<file path="src/rtl/parking_keypad_entry_if.sv">
// Password handoff and verdict bus between the entrance keypad and the gate controller.
interface parking_keypad_entry_if;
  logic       pw_valid;
  logic       pw_ready;
  logic [1:0] password_1;
  logic [1:0] password_2;
  logic       result_valid;
  logic       result_ok;

  modport master (
    output pw_valid, password_1, password_2,
    input  pw_ready, result_valid, result_ok
  );

  modport slave (
    input  pw_valid, password_1, password_2,
    output pw_ready, result_valid, result_ok
  );
endinterface

</file>
<file path="src/rtl/parking_keypad_entry.sv">
// Entrance keypad: collects two digits, offers them to the gate controller,
// tracks failed verdicts and locks the keypad out after repeated failures.
module parking_keypad_entry #(
  parameter int unsigned TIMEOUT_CYCLES = 1000,
  parameter int unsigned MAX_ATTEMPTS   = 3,
  parameter int unsigned LOCKOUT_CYCLES = 5000
) (
  input  logic                                clk,
  input  logic                                reset,
  input  logic                                car_present,
  input  logic                                key_valid,
  input  logic [1:0]                          key_digit,
  input  logic                                key_clear,
  parking_keypad_entry_if.master              pw,
  output logic                                locked,
  output logic [$clog2(MAX_ATTEMPTS+1)-1:0]   attempts,
  output logic [2:0]                          state
);

  localparam int unsigned TIMER_MAX = (TIMEOUT_CYCLES > LOCKOUT_CYCLES) ? TIMEOUT_CYCLES
                                                                        : LOCKOUT_CYCLES;
  localparam int unsigned TW = $clog2(TIMER_MAX + 1);
  localparam int unsigned AW = $clog2(MAX_ATTEMPTS + 1);

  typedef enum logic [2:0] {
    IDLE        = 3'd0,
    DIGIT1      = 3'd1,
    DIGIT2      = 3'd2,
    SEND        = 3'd3,
    WAIT_RESULT = 3'd4,
    DONE        = 3'd5,
    LOCKED      = 3'd6
  } state_t;

  state_t        state_q, state_d;
  logic [TW-1:0] timer_q, timer_d;
  logic [1:0]    pw1_q, pw1_d;
  logic [1:0]    pw2_q, pw2_d;
  logic [AW-1:0] att_q, att_d;
  logic          pw_valid_q;
  logic          locked_q;

  always_ff @(posedge clk) begin
    if (reset) begin
      state_q    <= IDLE;
      timer_q    <= '0;
      pw1_q      <= '0;
      pw2_q      <= '0;
      att_q      <= '0;
      pw_valid_q <= 1'b0;
      locked_q   <= 1'b0;
    end else begin
      state_q    <= state_d;
      timer_q    <= timer_d;
      pw1_q      <= pw1_d;
      pw2_q      <= pw2_d;
      att_q      <= att_d;
      // Flags follow the next state so they are registered yet aligned with it.
      pw_valid_q <= (state_d == SEND);
      locked_q   <= (state_d == LOCKED);
    end
  end

  always_comb begin
    state_d = state_q;
    timer_d = timer_q;
    pw1_d   = pw1_q;
    pw2_d   = pw2_q;
    att_d   = att_q;

    unique case (state_q)
      IDLE: begin
        timer_d = '0;
        if (car_present) state_d = DIGIT1;
      end

      DIGIT1, DIGIT2: begin
        timer_d = timer_q + TW'(1);
        if (!car_present) begin
          state_d = IDLE;
          timer_d = '0;
          pw1_d   = '0;
          pw2_d   = '0;
        end else if (key_clear) begin
          timer_d = '0;
          if (state_q == DIGIT2) begin
            pw1_d   = '0;
            state_d = DIGIT1;
          end
        end else if (key_valid) begin
          timer_d = '0;
          if (state_q == DIGIT1) begin
            pw1_d   = key_digit;
            state_d = DIGIT2;
          end else begin
            pw2_d   = key_digit;
            state_d = SEND;
          end
        end else if (timer_q == TW'(TIMEOUT_CYCLES - 1)) begin
          state_d = IDLE;
          timer_d = '0;
          pw1_d   = '0;
          pw2_d   = '0;
        end
      end

      SEND: begin
        timer_d = '0;
        if (pw_valid_q && pw.pw_ready) state_d = WAIT_RESULT;
      end

      WAIT_RESULT: begin
        timer_d = '0;
        if (pw.result_valid) begin
          pw1_d = '0;
          pw2_d = '0;
          if (pw.result_ok) begin
            att_d   = '0;
            state_d = DONE;
          end else if (att_q + AW'(1) == AW'(MAX_ATTEMPTS)) begin
            att_d   = '0;
            state_d = LOCKED;
          end else begin
            att_d   = att_q + AW'(1);
            state_d = DIGIT1;
          end
        end
      end

      DONE: begin
        timer_d = '0;
        if (!car_present) state_d = IDLE;
      end

      LOCKED: begin
        timer_d = timer_q + TW'(1);
        if (timer_q == TW'(LOCKOUT_CYCLES - 1)) begin
          timer_d = '0;
          att_d   = '0;
          state_d = IDLE;
        end
      end

      default: begin
        state_d = IDLE;
        timer_d = '0;
        pw1_d   = '0;
        pw2_d   = '0;
      end
    endcase
  end

  assign pw.pw_valid   = pw_valid_q;
  assign pw.password_1 = pw1_q;
  assign pw.password_2 = pw2_q;
  assign locked        = locked_q;
  assign attempts      = att_q;
  assign state         = state_q;

endmodule
</file>
<file path="src/flat_wrapper.sv">
// flat-port wrapper written by rule: the top's interface ports become plain ports
module parking_keypad_entry_flat 
#(
  parameter int unsigned TIMEOUT_CYCLES = 1000,
  parameter int unsigned MAX_ATTEMPTS   = 3,
  parameter int unsigned LOCKOUT_CYCLES = 5000
)
  (clk, reset, car_present, key_valid, key_digit, key_clear, locked, attempts, state, pw_pw_valid, pw_password_1, pw_password_2, pw_pw_ready, pw_result_valid, pw_result_ok);
  parking_keypad_entry_if pw_i ();
  input  logic clk;
  input  logic reset;
  input  logic car_present;
  input  logic key_valid;
  input  logic [1:0] key_digit;
  input  logic key_clear;
  output logic locked;
  output logic [$clog2(MAX_ATTEMPTS+1)-1:0] attempts;
  output logic [2:0] state;
  output wire logic [$bits(pw_i.pw_valid)-1:0] pw_pw_valid;
  output wire logic [$bits(pw_i.password_1)-1:0] pw_password_1;
  output wire logic [$bits(pw_i.password_2)-1:0] pw_password_2;
  input wire logic [$bits(pw_i.pw_ready)-1:0] pw_pw_ready;
  input wire logic [$bits(pw_i.result_valid)-1:0] pw_result_valid;
  input wire logic [$bits(pw_i.result_ok)-1:0] pw_result_ok;
  assign pw_pw_valid = pw_i.pw_valid;
  assign pw_password_1 = pw_i.password_1;
  assign pw_password_2 = pw_i.password_2;
  assign pw_i.pw_ready = pw_pw_ready;
  assign pw_i.result_valid = pw_result_valid;
  assign pw_i.result_ok = pw_result_ok;
  parking_keypad_entry #(.TIMEOUT_CYCLES(TIMEOUT_CYCLES), .MAX_ATTEMPTS(MAX_ATTEMPTS), .LOCKOUT_CYCLES(LOCKOUT_CYCLES)) u_core (.clk(clk), .reset(reset), .car_present(car_present), .key_valid(key_valid), .key_digit(key_digit), .key_clear(key_clear), .pw(pw_i), .locked(locked), .attempts(attempts), .state(state));
endmodule
</file>
<file path="config.mk">
export PLATFORM = sky130hd
export DESIGN_NAME = parking_keypad_entry_flat
export DESIGN_NICKNAME = d
export VERILOG_FILES = /design/src/rtl/parking_keypad_entry_if.sv /design/src/rtl/parking_keypad_entry.sv /design/src/flat_wrapper.sv
export SDC_FILE = /design/constraint.sdc
export NUM_CORES = 1
export LEC_CHECK = 0
export BUFFER_PORTS_ARGS = -buffer_cell sky130_fd_sc_hd__buf_2
export CELL_PAD_IN_SITES_DETAIL_PLACEMENT = 1
export CELL_PAD_IN_SITES_GLOBAL_PLACEMENT = 2
export CORE_AREA = 4 4 69 71
export CTS_CLUSTER_SIZE = 12
export DETAILED_ROUTE_END_ITERATION = 10
export DIE_AREA = 0 0 73 75
export PLACE_DENSITY = 0.87
export SYNTH_ARGS = -nofsm -noshare
export SYNTH_HDL_FRONTEND = slang
export SYNTH_SLANG_ARGS = --single-unit
</file>
<file path="constraint.sdc">
create_clock -name clk -period 2.33 [get_ports clk]
set_input_delay 0.466 -clock clk [delete_from_list [all_inputs] [get_ports clk]]
set_output_delay 0.466 -clock clk [all_outputs]
set_load 0.01 [all_outputs]
</file>
---- Word-level counts from Yosys, hierarchy flattened ----
Cells that the tools add are included.
storage, ports and cells
  output and inout bits ................... 11
  register bits after elaboration ......... 24
cells by class
  bitwise operators ....................... 1
  add/sub/neg operators ................... 2
  mux-type cells .......................... 38
  equal/unequal tests ..................... 19
  reduce and logical (&&, ||, !) cells .... 8
operator list
  operator               number
  $mux 13                5
  $mux 3                 12
  $mux 2                 15
  $pmux 13 s2            1
  $pmux 3 s6             1
  $add 13x1->13 const B  1
  $eq 13x10->1 const B   1
  $eq 13x13->1 const B   1
  $eq 3x3->1 const B     4
  $pmux 2 s3             2
  $ne 5x4->1 const B     2
  $reduce_and 5->1       2
  $eq 3x2->1 const B     3
  $ne 4x3->1 const B     2
  $ne 4x4->1 const B     1
  $pmux 2 s2             1
  $reduce_or 4->1        1
  $eq 3x1->1 const B     1
  $logic_not 3->1        1
  $ne 3x3->1 const B     1
  $reduce_and 3->1       1
  $add 2x1->2 const B    1
  $eq 2x2->1 const B     1
  $ne 2x1->1 const B     1
  6 further kinds        6

---- Logic depth before layout (Yosys ltp) ----
  depth in word-level cells ............... 7
  gate-level depth with buffers ........... 7

---- Worst setup path after synthesis ----
No wires, ideal clock.
  kind .................................... flip-flop to flip-flop
  start ................................... reg u_core.timer_q[0]
  end ..................................... reg u_core.timer_q[3]
  data required time ...................... 2268 ps
  slack ................................... 532 ps
  data arrival time ....................... 1736 ps
  cell stages (with the launch flop) ...... 8
  path buffers ............................ 1
  cells stage by stage .................... dfxtp_1 > ha_1 > and4b_1 > a311oi_2 > a21oi_1 > or3_4 > buf_8 > nor2_4
on the way
  cells in the longest elaborated chain, start to end .. 6
  elaborated cells between the ends (all ways) .. 9
ends and longest elaborated chain
  what                                           line                                                                                 source
  start: declaration                             parking_keypad_entry.sv:36                                                           logic [TW-1:0] timer_q, timer_d;
  start signal: assignment                       parking_keypad_entry.sv:54                                                           timer_q <= timer_d;
  $add 13x1->13 or $eq 13x10->1 (tied branches)  parking_keypad_entry.sv:78, parking_keypad_entry.sv:136, parking_keypad_entry.sv:99
  $mux 13                                        parking_keypad_entry.sv:99                                                           end else if (timer_q == TW'(TIMEOUT_CYCLES - 1)) begin
  $mux 13                                        parking_keypad_entry.sv:90                                                           end else if (key_valid) begin
  $mux 13                                        parking_keypad_entry.sv:84                                                           end else if (key_clear) begin
  $mux 13                                        parking_keypad_entry.sv:79                                                           if (!car_present) begin
  $pmux 13 s2 (*)                                parking_keypad_entry.sv:71                                                           unique case (state_q)
Every way passes the cells marked *; elsewhere a longest branch is shown, timed or not.
A chain may end at the register's enable or synchronous reset.

---- Worst setup path after layout ----
  start ................................... reg u_core.timer_q[0]
  end ..................................... reg u_core.timer_q[10]
Same word-level chain as after synthesis.

==> impl_metrics.json <==
{
  "status": "complete, no violations",
  "syn_nets": 162,
  "synth-edff-count": 0,
  "cts_tree": "built",
  "min_period_ps": 2010,
  "max-vdd-ir-drop_mv": 0.307,
  "setup_violations": 0,
  "crit_required_ps": 2540,
  "core-area_um2": 4230,
  "setup_slack_ps": 324,
  "root_buffer": "clkbuf_8",
  "totalWireLength_mm": 3.25,
  "maxCapViolations": 0,
  "powerDensity_nw_per_um2": 530,
  "antenna_cells": 0,
  "async_flop_share": 0,
  "crit_path_start_kind": "flop",
  "drc": 0,
  "io_pins": 21,
  "leakagePower_uw": 0.000600,
  "grt-ovfl-total": 0,
  "layout-drive-gt1-share": 0.246,
  "clkTransAtPathRegs_ps": 100,
  "dr_wl_met2_mm": 1.73,
  "comb_power_share": 0.065,
  "grt_max_degree": 18,
  "drt_iter0_markers": 56,
  "sw_frac_of_total": 0.211,
  "tightest_slew_ps": 437,
  "multiInputGateArea_um2": 850,
  "wl_per_cell_um": 14.6,
  "start_util": 0.326,
  "worstPathArrival_ps": 2220,
  "port-buffer-count": 20,
  "syn_area_per_cell_um2": 9.15,
  "grt_pass1_wl_mm": 5.46,
  "worst-path-max-fanout": 13,
  "synth_cell_types": 46,
  "rows": 24,
  "cts_hold_buf": 0,
  "syn-cell-area_um2": 1380,
  "hpwl_mm": 2.51,
  "antenna_found_initial": 0,
  "ys_seq_elements": 24,
  "place_ws_ps": 326,
  "fillers": 523,
  "critical_path.top_delay_family": "simple AND/OR/NAND/NOR gates",
  "cts_buffers": 3,
  "register_area_um2": 480,
  "pwr-share-seq": 0.490,
  "slew_viol_final": 0,
  "hold_path.class": "in2reg",
  "yosys_warnings": 0,
  "clkPwrFrac": 0.444,
  "drt-met1-wl_mm": 1.35,
  "clk_latency_ps": 280,
  "area_growth_pct": 15.3,
  "rsz0062_at_grt": "no",
  "cts_sinks": 24,
  "synth_cells": 151,
  "vias": 1171,
  "yosysTopAreaCellShare": 0.348,
  "setup_tns_ps": 0,
  "grt_pass1_vias": 1241,
  "cts_resized": 0,
  "critPathBufInv": 0,
  "placed_cell_area_um2": 1520,
  "ctsLongestPathBuffers": 2,
  "grt.total_usage": 0.128,
  "routabilityCongestion": 0.734,
  "die_height_um": 75,
  "crit_type": "reg2reg",
  "synthFlopType": "dfxtp_1",
  "final_nets": 183,
  "dr_wl_met3_um": 105,
  "dr.max_layer_used": "met4",
  "hold_violations": 0,
  "fin_skew_ps": 9.41,
  "yosysSeqAreaShare": 0.348,
  "max-slew-margin-rel": 0.705,
  "min_period_over_period": 0.861,
  "final_area_um2": 1590,
  "crit_slowest_cell": "or3_4",
  "p_int_uw": 666,
  "synth_top_cell_by_area": "dfxtp_1",
  "slowest_delay_ps": 490,
  "vias_per_cell": 5.25,
  "final_antenna_net_count": 0,
  "die_x_um": 73,
  "setup.worst_path.end_class": "flop",
  "drt_first_pass_iters": 4,
  "die-area_um2": 5480,
  "path_cells": "ha_1 -> and4b_1 -> a311oi_2 -> a21oi_1 -> or3_4 -> nor2_1",
  "cts_max_level": 1,
  "cts_setup_buffers": 0,
  "p_switching_uw": 178,
  "fmax_mhz": 498,
  "yosys-top-cells-area": "dfxtp_1, nor2_4, nor2_1"
}
==> placed cells by master (no fill, tap or decap), types with 3 or more instances in the layout <==
| cell type | count |
|---|---|
| nand4_1 | 3 |
| and3_1 | 6 |
| nor2_4 | 8 |
| clkbuf_8 | 3 |
| xnor2_1 | 6 |
| nor3b_1 | 3 |
| a31oi_1 | 3 |
| buf_2 | 20 |
| xor2_1 | 6 |
| nand2b_1 | 7 |
| nand2_1 | 10 |
| nand3_1 | 4 |
| a21oi_1 | 9 |
| a221o_1 | 3 |
| mux2i_1 | 3 |
| nor2_1 | 14 |
| dfxtp_1 | 24 |
==> per-stage QoR <==
step	utilization	power (uW)	cells	hold slack, ps
floorplan	-	458	151	440
global placement	0.359	478	219	451
detailed placement	0.359	479	219	473
CTS	0.376	854	223	465
global route	0.376	875	223	480
finish	0.376	845	223	462
==> Yosys cell counts, drive strengths merged (2+ instances only) <==
master  number
dfxtp       24
nor2        24
nand2       10
a21oi        9
nand2b       7
and3         6
xnor2        6
xor2         6
buf          4
nand3        4
a221o        3
a31oi        3
inv          3
mux2i        3
nand4        3
nor3         3
nor3b        3
o21ai        3
a211o        2
and2         2
and4b        2
clkbuf       2
nand3b       2
nor2b        2
==> worst paths after layout <==
check / start / to / slack, ps / cells past startpoint
setup / recovery: u_core.timer_q[0] / u_core.timer_q[10] / 320 / 6
hold / removal: reset / u_core.pw.password_2[1] / 460 / 2
setup reg to reg: u_core.timer_q[0] / u_core.timer_q[10] / 320 / 6
hold reg to reg: u_core.pw.password_2[0] / u_core.pw.password_2[0] / 480 / 2
==> flip-flops by register name (all words and copies together), names as in the netlist <==
name and cells:
u_core.timer_q 13, u_core.attempts 2, u_core.pw.password_1 2, u_core.locked 1
u_core.pw.password_2 2, u_core.state 3, u_core.pw.pw_valid 1
==> power groups by stage <==
| stage | clock (uW) | combinational (uW) | sequential (uW) |
|---|---|---|---|
| after detailed placement | 0 | 55.5 | 424 |
| final | 375 | 55.0 | 414 |
| after CTS | 384 | 55.7 | 414 |
| after global placement | 0 | 54.5 | 424 |
| after floorplan | 0 | 33.5 | 424 |
| after global routing | 399 | 61.3 | 415 |
==> cells by family after synthesis <==
| family | synth area share |
|---|---|
| xor+xnor | 0.0761 |
| fa+ha+maj | 0.00906 |
| buf+inv | 0.0371 |
| flops | 0.348 |
| mux | 0.0217 |
| simple gates | 0.366 |
| compound gates | 0.142 |
==> final cells by class <==
type | instances | area share
multi-input cells | 118 | 0.533
flip-flops and latches | 24 | 0.302
repair buffers | 22 | 0.0723
well taps | 52 | 0.0408
clock buffers | 3 | 0.0259
clock inverters | 1 | 0.0189
inverters | 3 | 0.00707
==> layer usage <==
layer,track usage,up-vias
li1,-,581
met1,0.143,567
met2,0.238,17
met3,0.0200,6
met4,0.0533,0
met5,0,-
Power figures use the tool's default switching activity.
